$ cat src/rtl/dstack_ctrl.sv
// ---------------------------------------------------------------------------
// dstack_ctrl - data (scratch) stack sequencing controller
//
// Owns the stack pointer and turns push / pop / peek requests from the
// instruction sequencer into single-cycle accesses on a single-port
// synchronous block RAM. Each RAM access and each pointer update takes its
// own cycle. One response pulse is produced per accepted command.
//
// Ports
//   CLK, RST_N           clock, asynchronous active-low reset
//   cmd_valid/cmd_ready  command handshake (ready only while idle)
//   cmd_op               00 NOP, 01 PUSH, 10 POP, 11 PEEK
//   cmd_wdata            PUSH data
//   rsp_valid            one-cycle response pulse
//   rsp_err              overflow / underflow flag, qualifies rsp_valid
//   rsp_data             POP/PEEK result, holds last value otherwise
//   depth                current entry count
//   hwm                  high-water mark of depth since reset
//   mem_we/mem_re        RAM write / read enables (never both)
//   mem_addr, mem_wdata  RAM address / write data (address 0 when idle)
//   mem_rdata            RAM read data, valid the cycle after mem_re
//
// Build option
//   DSTACK_HWM_EN        when defined, hwm tracks max(depth); otherwise 0.
// ---------------------------------------------------------------------------
module dstack_ctrl #(
  parameter int WIDTH = 32,
  parameter int DEPTH = 128,
  parameter int AW    = 7
) (
  input  logic             CLK,
  input  logic             RST_N,
  input  logic             cmd_valid,
  input  logic [1:0]       cmd_op,
  input  logic [WIDTH-1:0] cmd_wdata,
  output logic             cmd_ready,
  output logic             rsp_valid,
  output logic             rsp_err,
  output logic [WIDTH-1:0] rsp_data,
  output logic [AW:0]      depth,
  output logic [AW:0]      hwm,
  output logic             mem_we,
  output logic             mem_re,
  output logic [AW-1:0]    mem_addr,
  output logic [WIDTH-1:0] mem_wdata,
  input  logic [WIDTH-1:0] mem_rdata
);

  localparam logic [1:0] OP_NOP  = 2'b00;
  localparam logic [1:0] OP_PUSH = 2'b01;
  localparam logic [1:0] OP_POP  = 2'b10;
  localparam logic [1:0] OP_PEEK = 2'b11;

  localparam logic [AW:0]   FULL_LVL = (AW+1)'(DEPTH);
  localparam logic [AW:0]   ONE_D    = 1;
  localparam logic [AW-1:0] ONE_A    = 1;

  typedef enum logic [2:0] {IDLE, WR, RD, CAP, RESP} state_t;

  state_t           state_reg, state_next;
  logic [AW:0]      depth_reg, depth_next;
  logic [WIDTH-1:0] rsp_data_reg, rsp_data_next;
  logic [WIDTH-1:0] wdata_reg, wdata_next;
  logic             err_reg, err_next;
  logic             pop_reg, pop_next;   // CAP decrements depth only for POP

  always_ff @(posedge CLK or negedge RST_N) begin
    if (!RST_N) begin
      state_reg    <= IDLE;
      depth_reg    <= '0;
      rsp_data_reg <= '0;
      wdata_reg    <= '0;
      err_reg      <= 1'b0;
      pop_reg      <= 1'b0;
    end else begin
      state_reg    <= state_next;
      depth_reg    <= depth_next;
      rsp_data_reg <= rsp_data_next;
      wdata_reg    <= wdata_next;
      err_reg      <= err_next;
      pop_reg      <= pop_next;
    end
  end

  always_comb begin
    state_next    = state_reg;
    depth_next    = depth_reg;
    rsp_data_next = rsp_data_reg;
    wdata_next    = wdata_reg;
    err_next      = err_reg;
    pop_next      = pop_reg;
    mem_we        = 1'b0;
    mem_re        = 1'b0;
    mem_addr      = '0;
    mem_wdata     = '0;

    case (state_reg)
      IDLE: begin
        if (cmd_valid) begin
          err_next = 1'b0;
          pop_next = 1'b0;
          case (cmd_op)
            OP_NOP: state_next = RESP;
            OP_PUSH: begin
              if (depth_reg == FULL_LVL) begin
                err_next   = 1'b1;
                state_next = RESP;
              end else begin
                wdata_next = cmd_wdata;
                state_next = WR;
              end
            end
            OP_POP, OP_PEEK: begin
              if (depth_reg == '0) begin
                err_next   = 1'b1;
                state_next = RESP;
              end else begin
                pop_next   = (cmd_op == OP_POP);
                state_next = RD;
              end
            end
            default: state_next = RESP;
          endcase
        end
      end
      WR: begin
        mem_we     = 1'b1;
        mem_addr   = depth_reg[AW-1:0];
        mem_wdata  = wdata_reg;
        depth_next = depth_reg + ONE_D;
        state_next = RESP;
      end
      RD: begin
        // depth >= 1 here, so the low AW bits of depth-1 are the top slot.
        mem_re     = 1'b1;
        mem_addr   = depth_reg[AW-1:0] - ONE_A;
        state_next = CAP;
      end
      CAP: begin
        rsp_data_next = mem_rdata;
        if (pop_reg) depth_next = depth_reg - ONE_D;
        state_next = RESP;
      end
      RESP:    state_next = IDLE;
      default: state_next = IDLE;
    endcase
  end

  // Held low while reset is asserted; rises once RST_N is released.
  assign cmd_ready = RST_N && (state_reg == IDLE);
  assign rsp_valid = (state_reg == RESP);
  assign rsp_err   = (state_reg == RESP) && err_reg;
  assign rsp_data  = rsp_data_reg;
  assign depth     = depth_reg;

`ifdef DSTACK_HWM_EN
  // Updated from depth_next so it moves on the same edge as depth.
  logic [AW:0] hwm_reg;
  always_ff @(posedge CLK or negedge RST_N) begin
    if (!RST_N)                  hwm_reg <= '0;
    else if (depth_next > hwm_reg) hwm_reg <= depth_next;
  end
  assign hwm = hwm_reg;
`else
  assign hwm = '0;
`endif

endmodule

$ cat config.mk
export PLATFORM = sky130hd
export DESIGN_NAME = dstack_ctrl
export DESIGN_NICKNAME = d
export VERILOG_FILES = /design/src/rtl/dstack_ctrl.sv
export SDC_FILE = /design/constraint.sdc
export NUM_CORES = 1
export LEC_CHECK = 0
export CORE_AREA = 4 4 103 105
export CTS_CLUSTER_SIZE = 10
export DETAILED_ROUTE_END_ITERATION = 10
export DIE_AREA = 0 0 107 109
export PLACE_DENSITY = 0.85
export RECOVER_POWER = 50
export SLEW_MARGIN = 10
export SYNTH_ARGS = -nofsm -noshare
export SYNTH_HDL_FRONTEND = slang
export SYNTH_SLANG_ARGS = --single-unit
$ cat constraint.sdc
create_clock -name CLK -period 5.4 [get_ports CLK]
set_input_delay 1.08 -clock CLK [delete_from_list [all_inputs] [get_ports CLK]]
set_output_delay 1.08 -clock CLK [all_outputs]
set_load 0.01 [all_outputs]
After elaboration in Yosys (flattened, before gate mapping)
Index checks and enable logic that the tools add are counted.
{"block": "op_classes", "reduce_logical": 11, "addsub": 3, "n_mux": 16, "eq_ne": 10, "n_bitwise": 1}
{"op": "32-bit 2-to-1 mux", "count": 1}
{"op": "3-bit case mux with 3 select lines", "count": 2}
{"op": "8-bit case mux with 2 select lines", "count": 1}
{"op": "7-bit case mux with 2 select lines", "count": 1}
{"op": "3-bit 2-to-1 mux", "count": 3}
{"op": "8-bit by 1-bit adder with 8-bit output, second input constant", "count": 1}
{"op": "8-bit == test, second input constant", "count": 1}
{"op": "8-bit logical NOT", "count": 1}
{"op": "8-bit 2-to-1 mux", "count": 1}
{"op": "8-bit by 1-bit subtractor with 8-bit output, second input constant", "count": 1}
{"op": "7-bit by 1-bit subtractor with 7-bit output, second input constant", "count": 1}
{"op": "3-bit by 2-bit == test with 1-bit output, second input constant", "count": 2}
{"op": "1-bit 2-to-1 mux", "count": 6}
{"op": "2-bit == test, second input constant", "count": 2}
{"op": "2-bit != test, second input constant", "count": 2}
{"op": "2-bit AND reduction", "count": 2}
{"op": "4-bit AND reduction", "count": 1}
{"op": "2-bit OR reduction", "count": 2}
{"op": "3-bit by 1-bit == test with 1-bit output, second input constant", "count": 1}
{"op": "3-bit == test, second input constant", "count": 1}
{"op": "3-bit logical NOT", "count": 1}
{"op": "2-bit by 1-bit == test with 1-bit output, second input constant", "count": 1}
{"op": "1-bit logical AND", "count": 2}
{"op": "2-bit logical NOT", "count": 1}
{"op": "3 further kinds", "count": 3}
{"block": "word_totals", "word_cells": 47, "reg_bits": 77, "output_inout_bits": 92}

Depth between registers and ports, before layout
{"block": "logic_depth", "depth_word": 5, "depth_mapped": 8}

Least setup slack after synthesis
No wires, ideal clock.
{"block": "synth_timing", "path_kind": "reg-to-output", "startpoint": "reg state_reg[1]", "endpoint": "out mem_addr[5]", "required_time_ps": 4320, "arrival_ps": 1469, "setup_slack_ps": 2851, "stages_incl_launch_ff": 7, "cell_sequence": "dfrtp_1 -> buf_2 -> or3b_1 -> buf_2 -> inv_2 -> nand3_1 -> o21ai_0"}
{"block": "synth_via", "elab_chain_len": 2, "word_cells_on_any_way": 3, "classes_between": "2 x eq/ne; 1 x mux"}
{"element": "start, declared", "line": "60", "text": "state_t state_reg, state_next;"}
{"element": "start signal, assigned", "line": "76", "text": "state_reg <= state_next;"}
{"element": "3-bit by 2-bit == test with 1-bit output or 3-bit by 1-bit == test with 1-bit output (tied branches)", "line": "97", "text": "case (state_reg)"}
{"element": "7-bit case mux with 2 select lines (*)", "line": "97"}
{"element": "end, declared", "line": "44", "text": "output logic [AW-1:0] mem_addr,"}
Mark *: on every way between the ends. The rest lies on a longest branch, timed or not.

Final worst setup path
{"block": "layout_timing", "startpoint": "reg state_reg[0]", "endpoint": "out mem_addr[6]"}
Same word-level chain as after synthesis.

==> Flow_metrics.wiki <==
{| class="wikitable"
! Metric !! Value
|-
| Result of the run || complete, but fails checks
|-
| Violations in the final reports || capacitance limit, slew limit
|-
| Combined flip-flop and latch cell area || just under 2000 sq um
|-
| Core outline area || 9640 sq um
|-
| Crit. End Element || output port
|-
| Beginning of the critical path || state_reg[0]$_DFFE_PN0P_
|-
| Number of unique standard cell types used by synthesis || 43
|-
| Leading post-synthesis cells by cell area || sky130_fd_sc_hd__dfrtp_1 50%, sky130_fd_sc_hd__mux2_4 12%, sky130_fd_sc_hd__nand2_1 10%
|-
| FF-to-FF End || depth[4]$_DFFE_PN0P_
|-
| Worst rel slew slack || -45.7%
|-
| CTS HTree Levels || 3
|-
| Vias || 3163
|-
| Top flip-flop cell by instance count after synthesis || sky130_fd_sc_hd__dfrtp_1
|-
| Final std cell area, no fill || approximately 5500 sq um
|-
| Routed via count divided by cell count || about 4.9
|-
| GR Util All Layers || 16.9%
|-
| Total of warnings raised by yosys || 0
|-
| CTS Sinks || 77
|-
| Worst endpoint data arrival time || around 2.7 ns
|-
| Post-Place Cell Area || around 5300 sq um
|-
| Area occupied by multi-input gates || 1660 sq um
|-
| Setup repair after global routing missed its margin || false
|-
| Cell with the most instances after synthesis || sky130_fd_sc_hd__nand2_1
|-
| Filler instances || 823
|-
| Total clock buffers created by CTS || 9
|-
| Pin count of the biggest net entering global routing || 43
|-
| Critical setup path kind || reg2out
|-
| Clock root cell || sky130_fd_sc_hd__clkbuf_8
|-
| Required time of the critical path || ~4.3 ns
|-
| Area delta synth->final || 43.2%
|-
| Clock skew after layout || 0.0126 ns
|-
| Max-slew violations || 43
|-
| Number of nets still failing antenna checks after routing || 0
|-
| Tightest Hold Check Type || reg2reg
|-
| Setup TNS || 0 ns
|-
| Initial Util || 39.8%
|-
| First-pass GRT wire length || about 16 mm
|-
| Maximum achievable frequency || between 200 and 300 MHz
|-
| Std-Cell Rows || 36
|-
| Shortest period the worst path allows || 3.79 ns
|-
| Number of instances in the synthesized netlist || 374
|-
| Post-synthesis sequential element count || 77
|-
| Maximum fanout along the worst path || 41
|-
| Mean area per synthesized cell || between 10 and 15 sq um
|-
| Static Leak || 2.59 nW
|-
| Clock tree from TritonCTS || built
|-
| Final Hold Violating Endpoints || 0
|-
| IO buf count || 152
|-
| Number of diodes || 0
|-
| Number of global-route vias before repair || about 3200
|-
| Remaining Overflow, GRT || 0
|-
| DRC violations left || 0
|-
| Initial DRC count || 262
|-
| Die outline area || around 12000 sq um
|-
| Share of the cycle needed by the critical path after routing || about 70%
|-
| Num ports || 161
|-
| Final #Nets || ~590
|-
| Maximum VDD drop || between 0.2 and 0.25 mV
|-
| Kind of launch point of the worst setup path || flip-flop
|-
| Chip Width || 107 microns
|-
| Count of max-cap constraint violations || 1
|-
| Buffers from clock root to sink, at most || 2
|-
| Die outline height || roughly 110 microns
|-
| Gpl congestion || 0.817
|-
| Detailed Routing Iterations Pass 1 || 4
|-
| CTS resizes || 0
|-
| Worst Reg-to-Reg Cells || 4
|-
| Buffers inserted by post-CTS timing repair || 0
|-
| Total setup violations reported at the end of the flow || 0
|-
| Setup slack of the most critical reg-to-reg path || 2.30 ns
|-
| Fraction of registers with async set/reset || 100%
|-
| HPWL reported at the end of detailed placement || 7.09 mm
|-
| CTS clock-pin slew for the worst setup and hold paths || 0.08 ns
|-
| Power density over the cells || approximately 500 nW/um^2
|-
| Post-detailed-route wirelength per cell || ~15 microns
|-
| Mapped cell area || 3840 sq um
|-
| Final core utilization || 57.0%
|-
| Clock latency on the worst-skew pair || ~0.33 ns
|-
| Portion of the post-synthesis area used by sequential elements || 50.2%
|-
| Hold buffer count at CTS || 0
|-
| Post-synth top cells || 106 x sky130_fd_sc_hd__nand2_1, 77 x sky130_fd_sc_hd__dfrtp_1, 33 x sky130_fd_sc_hd__and3_1
|-
| R2r startpoint || state_reg[0]$_DFFE_PN0P_
|-
| Share of the synthesized area in the top cell type || 50.2%
|-
| Final wirelength || ~10 mm
|-
| Transition time at the pin with the least slew margin || 2.19 ns
|-
| Fraction of final layout cells with drive strength greater than 1 || 10.6%
|-
| Critical Path End || mem_addr[6]
|-
| Post-synth top area cell || sky130_fd_sc_hd__dfrtp_1
|-
| Number of enable-type register cells in the synthesized netlist || 0
|-
| Antenna violations before repair || 0
|}
==> where the power goes <==
part	switching, mW	internal (mW)
Combinational	0.560	0.712
Clock	0.223	0.173
Sequential	0.237	0.858
==> logic make-up after synthesis <==
logic type | count (synthesis) | synth area share [%]
adder cells (fa/ha/maj) | 3 | 0.978
flip-flops | 77 | 50.2
AO/OA/AOI/OAI | 30 | 4.79
other | 1 | 0.0977
XOR/XNOR | 8 | 1.83
multiplexers | 33 | 12.6
buffers and inverters | 40 | 6.45
AND/OR/NAND/NOR | 182 | 23.0
==> final cells by class <==
class | instances | share of cell area (%)
inverters | 6 | 0.410
clock buffers | 9 | 2.25
flip-flops and latches | 77 | 35.1
well taps | 133 | 3.03
repair buffers | 155 | 28.0
clock inverters | 7 | 1.00
multi-input cells | 264 | 30.3
==> cell usage in the layout (no fill, tap or decap), types with 5 or more instances in the layout <==
| cell type | instances |
|---|---|
| sky130_fd_sc_hd__a31oi_1 | 5 |
| sky130_fd_sc_hd__nand3_1 | 5 |
| sky130_fd_sc_hd__clkdlybuf4s50_1 | 119 |
| sky130_fd_sc_hd__nor2_1 | 10 |
| sky130_fd_sc_hd__mux2_4 | 30 |
| sky130_fd_sc_hd__and3_1 | 33 |
| sky130_fd_sc_hd__clkbuf_8 | 9 |
| sky130_fd_sc_hd__xnor2_1 | 8 |
| sky130_fd_sc_hd__dlygate4sd3_1 | 32 |
| sky130_fd_sc_hd__nand2_1 | 106 |
| sky130_fd_sc_hd__nor3_1 | 7 |
| sky130_fd_sc_hd__inv_1 | 5 |
| sky130_fd_sc_hd__dfrtp_1 | 77 |
| sky130_fd_sc_hd__conb_1 | 8 |
| sky130_fd_sc_hd__o21ai_0 | 16 |
| sky130_fd_sc_hd__a21oi_1 | 5 |
==> critical path: stages, from the launching register on <==
cell and delay, ns:
sky130_fd_sc_hd__dfrtp_1 0.74, sky130_fd_sc_hd__or3b_1 0.65, sky130_fd_sc_hd__inv_2 0.17, sky130_fd_sc_hd__nand4_1 0.14
sky130_fd_sc_hd__o21ai_1 0.15, sky130_fd_sc_hd__clkdlybuf4s50_1 0.54
==> how the worst min path moves through the flow <==
stage	depth (start not counted)	start	end	slack [ns]
detailed placement	2	rsp_data[0]$_DFFE_PN0N_	rsp_data[0]$_DFFE_PN0N_	0.46
floorplan	2	err_reg$_DFFE_PN0P_	err_reg$_DFFE_PN0P_	0.44
global placement	2	rsp_data[8]$_DFFE_PN0N_	rsp_data[8]$_DFFE_PN0N_	0.46
global route	2	rsp_data[21]$_DFFE_PN0N_	rsp_data[21]$_DFFE_PN0N_	0.50
CTS	2	rsp_data[0]$_DFFE_PN0N_	rsp_data[0]$_DFFE_PN0N_	0.48
finish	2	rsp_data[0]$_DFFE_PN0N_	rsp_data[0]$_DFFE_PN0N_	0.47
==> stage by stage <==
stage | power, mW | worst slack, ns | instances | hold slack, ns
floorplan | 1.79 | 2.85 | 381 | 0.440
global placement | 2.38 | 2.04 | 635 | 0.458
detailed placement | 2.44 | 1.97 | 635 | 0.461
CTS | 2.86 | 1.59 | 651 | 0.483
global route | 2.96 | 1.37 | 651 | 0.501
finish | 2.76 | 1.61 | 651 | 0.473
==> per-layer routing <==
metal,track usage (%),part of all wire [%],up-vias
li1,-,-,1506
met1,21.5,43,1519
met2,28.1,48,130
met3,4.68,7.4,8
met4,5.57,0.95,0
met5,0,0,-
(Power assumes the default switching activity.)
